==> src/rtl/data_mem_if.sv <==
// Memory-stage bus interface: turns a single-cycle load/store into a req/ack
// transaction on a slow data memory, stalling the pipeline until it completes.
module data_mem_if #(
  parameter int unsigned TIMEOUT = 16
) (
  input  logic        clk,
  input  logic        reset,
  input  logic        memread,
  input  logic        memwrite,
  input  logic [31:0] addr,
  input  logic [31:0] wdata,
  output logic [31:0] readdata,
  output logic        stall,
  output logic        err,
  input  logic        err_clr,
  output logic        m_req,
  output logic        m_we,
  output logic [31:0] m_addr,
  output logic [31:0] m_wdata,
  input  logic        m_ack,
  input  logic [31:0] m_rdata
);

  localparam int unsigned CW = $clog2(TIMEOUT + 1);

  typedef enum logic [1:0] {IDLE, REQ, DONE} state_t;

  state_t          state, state_nx;
  logic [CW-1:0]   cnt;
  logic            access;
  logic            aligned;
  logic            timeout;
  logic            err_set;

  always_comb begin
    access   = memread | memwrite;
    aligned  = (addr[1:0] == 2'b00);
    timeout  = (cnt == CW'(TIMEOUT - 1));
    state_nx = state;
    err_set  = 1'b0;
    case (state)
      IDLE: begin
        if (access) begin
          if (aligned) begin
            state_nx = REQ;
          end else begin
            state_nx = DONE;
            err_set  = 1'b1;
          end
        end
      end
      REQ: begin
        if (m_ack) begin
          state_nx = DONE;
        end else if (timeout) begin
          state_nx = DONE;
          err_set  = 1'b1;
        end
      end
      DONE:    state_nx = IDLE;
      default: state_nx = IDLE;
    endcase
  end

  // Gated by reset so the pipeline is released in the same cycle reset asserts.
  always_comb begin
    stall = reset & (((state == IDLE) & access) | (state == REQ));
    m_req = (state == REQ);
  end

  always_ff @(posedge clk or negedge reset) begin
    if (!reset) begin
      state <= IDLE;
    end else begin
      state <= state_nx;
    end
  end

  always_ff @(posedge clk or negedge reset) begin
    if (!reset) begin
      readdata <= '0;
      m_we     <= 1'b0;
      m_addr   <= '0;
      m_wdata  <= '0;
      cnt      <= '0;
    end else begin
      case (state)
        IDLE: begin
          if (access) begin
            if (aligned) begin
              m_addr  <= addr;
              m_wdata <= wdata;
              m_we    <= memwrite;
              cnt     <= '0;
            end else begin
              readdata <= '0;
            end
          end
        end
        REQ: begin
          if (m_ack) begin
            if (!m_we) readdata <= m_rdata;
          end else if (timeout) begin
            if (!m_we) readdata <= '0;
          end else begin
            cnt <= cnt + CW'(1);
          end
        end
        default: ;
      endcase
    end
  end

  always_ff @(posedge clk or negedge reset) begin
    if (!reset) begin
      err <= 1'b0;
    end else if (err_set) begin
      err <= 1'b1;
    end else if (err_clr) begin
      err <= 1'b0;
    end
  end

endmodule
==> config.mk <==
export PLATFORM = sky130hd
export DESIGN_NAME = data_mem_if
export DESIGN_NICKNAME = d
export VERILOG_FILES = /design/src/rtl/data_mem_if.sv
export SDC_FILE = /design/constraint.sdc
export NUM_CORES = 1
export LEC_CHECK = 0
export CAP_MARGIN = 20
export CORE_ASPECT_RATIO = 1.25
export CORE_UTILIZATION = 41
export DETAILED_ROUTE_END_ITERATION = 6
export PLACE_DENSITY = 0.8
export SLEW_MARGIN = 20
export SYNTH_ARGS = -nofsm -noshare
export SYNTH_HDL_FRONTEND = slang
export SYNTH_SLANG_ARGS = --single-unit
==> constraint.sdc <==
create_clock -name clk -period 2.39 [get_ports clk]
set_input_delay 0.478 -clock clk [delete_from_list [all_inputs] [get_ports clk]]
set_output_delay 0.478 -clock clk [all_outputs]
set_load 0.005 [all_outputs]
==> metrics.txt <==
outcome=finished clean; Layout Skew=3.90 ps; syn_nets=426; Post-Syn Instances=322; vias per cell=4.77; DP Cell Count=651; Rel. slew slack=0.564; period utilisation layout=0.969; initial drt markers=51; crit path time final=2310 ps; DRC=0; Req. time, crit path=1910 ps; Final Hold Fails=0; overall routed net length=10500 um; CTS root buf=clkbuf_16; # diodes=0; Yosys top cell area share=0.610; max incr delay on CP=570 ps; Routed WL per cell=15.7 um; Startpoint Class=input port; core area=10200 sq um; Crit Path Max Fanout=2; Clk pin slew, worst setup/hold paths=70 ps; Clock Path Buffers=2; vias post-DR=3184; I/O Pins=202; Slew @ Worst Pin=654 ps; H-tree depth=3; post-DP HPWL=7830 um; largest net degree at the start of global routing=55; row count=41; global-route usage over all layers=0.199; Die Wd=93.7 um; Area Growth Syn to Fin=58.0%; Die Ht=117 um; layout cell share with drive strength beyond 1=0.182; main area contributors after synthesis=dfrtp_1 61%, mux2_2 16%, mux2i_1 7.9%, inv_1 3.4%, nand2_1 3.0%; FMAX=432 MHz; Avg Cell Area, Syn=13.4 sq um; synthesized area=4310 sq um; Crit-path slowest cell=clkdlybuf4s50_1; Num CTS Buffers=9; CTS sink cnt=105; routability cong.=0.739; CTS tree=done; final slew viol count=0; async set or reset register ratio after synthesis=1.00; flops & latches, synth=105; RSZ-0062 raised after global routing=false; most frequent cell after synthesis=dfrtp_1; 1st-pass router iterations=5; worst path buffer plus inverter count=2; CP endpoint kind=primary output; antenna violations before repair=0; unique cell type count in the Yosys netlist=33; Setup Viol. Count Final=0; setup bufs post-CTS=0; sequential fraction of the synthesis area=0.610; Die ar.=10900 sq um; antenna viol nets, final=0; hold_buf cts=0; VDD IR max=0.429 mV; total power=6.58 mW; Final nets=637; Final TNS setup=0 ps; top cells by count, synth=105 x dfrtp_1, 60 x mux2_2, 39 x inv_1; most used cell, CP=clkdlybuf4s50_1; port bufs=201; PD cells=966 nW/um^2; Worst Hold Class=in -> async; Synth area leader=dfrtp_1; worst path cell trace=clkdlybuf4s50_1 > nor3_1 > nor3b_2 > clkdlybuf4s50_1; worst setup margin=75.3 ps; Post-synth EDFFs=0; Final Non-Filler Cells=667; Most used DFF post-synth=dfrtp_1; Synthesis Warnings=0; Top delay family on crit path=buffers and inverters; global-route wire length before repair=16400 um; Initial Util=0.424; max-cap violations=0; CP arrival=1840 ps; vias in the first global route=3307; Setup CP Type=in -> out; Hold WS=258 ps; leak pwr=2.83 nW; clk_lat worst skew=340 ps; pre-CTS setup slack=-2.73 ps; GRT Residual Overflow=0
## flip-flops by register name, indices dropped and copies added (netlist names)
signal,flops
state,2
m_we,1
err,1
m_wdata,32
readdata,32
m_addr,32
cnt,5
## cell families (layout without fill, tap and decap cells)
group           after synthesis  in the layout  synth area share
flops                       105            105             0.610
mux                          97             97             0.244
simple gates                 54             54            0.0601
buf+inv                      54            270            0.0561
compound gates               10             10            0.0241
fa+ha+maj                     2              2           0.00581
## repair_timing
item,CTS,global route
endpoints found under the setup margin,1,1
pin swaps,0,0
gates resized for setup,1,1
cloned,0,0
## layout by cell type, fill, tap and decap left out, types with 3 or more instances in the layout
| cell | Yosys | routed |
|---|---|---|
| mux2i_1 | 34 | 34 |
| or3_1 | 3 | 3 |
| clkinv_4 | 0 | 3 |
| dfrtp_1 | 105 | 105 |
| mux2_2 | 60 | 60 |
| clkdlybuf4s50_1 | 0 | 200 |
| inv_1 | 39 | 39 |
| nand2_1 | 34 | 34 |
| buf_4 | 10 | 13 |
| mux2_1 | 3 | 3 |
| clkbuf_16 | 0 | 9 |
## stage by stage
step	instance area [sq um]	util
2_1_floorplan	4310	-
3_3_place_gp	6510	0.641
3_5_place_dp	6510	0.641
4_1_cts	6800	0.670
5_1_grt	6800	0.670
6_report	6800	0.670
## final cells by class
class,instances,area [sq um]
clock buffers,10,239
clock inverters,6,43.8
fillers,776,3350
inverters,39,146
multi-input cells,163,1450
flip-flops and latches,105,2630
well taps,129,161
repair buffers,215,2140
## power by group
group	internal, mW	total (mW)	switching, mW
Clock	0.737	1.38	0.644
Sequential	2.39	2.75	0.352
Combinational	1.71	2.45	0.742
Total	4.84	6.58	1.74
## routing by layer
metal	share of wire	vias up	track usage
met5	0	-	0
met4	0.020	0	0.0759
met3	0.077	15	0.0664
met2	0.51	131	0.342
met1	0.39	1542	0.230
li1	-	1496	-
## final timing paths
| kind | start | endpoint | slack (ps) | depth (start not counted) |
|---|---|---|---|---|
| worst max-delay path | memread | stall | 80 | 4 |
| worst min-delay path | reset | readdata[8] | 260 | 2 |
| worst min register to register | m_addr[13] | m_addr[13] | 490 | 1 |
| worst max register to register | cnt[0] | cnt[4] | 170 | 6 |
| min in group clk | m_addr[13] | m_addr[13] | 490 | 1 |
| max in group asynchronous | reset | m_addr[28] | 1010 | 3 |
Note: power is estimated with default switching activity, not from simulation.
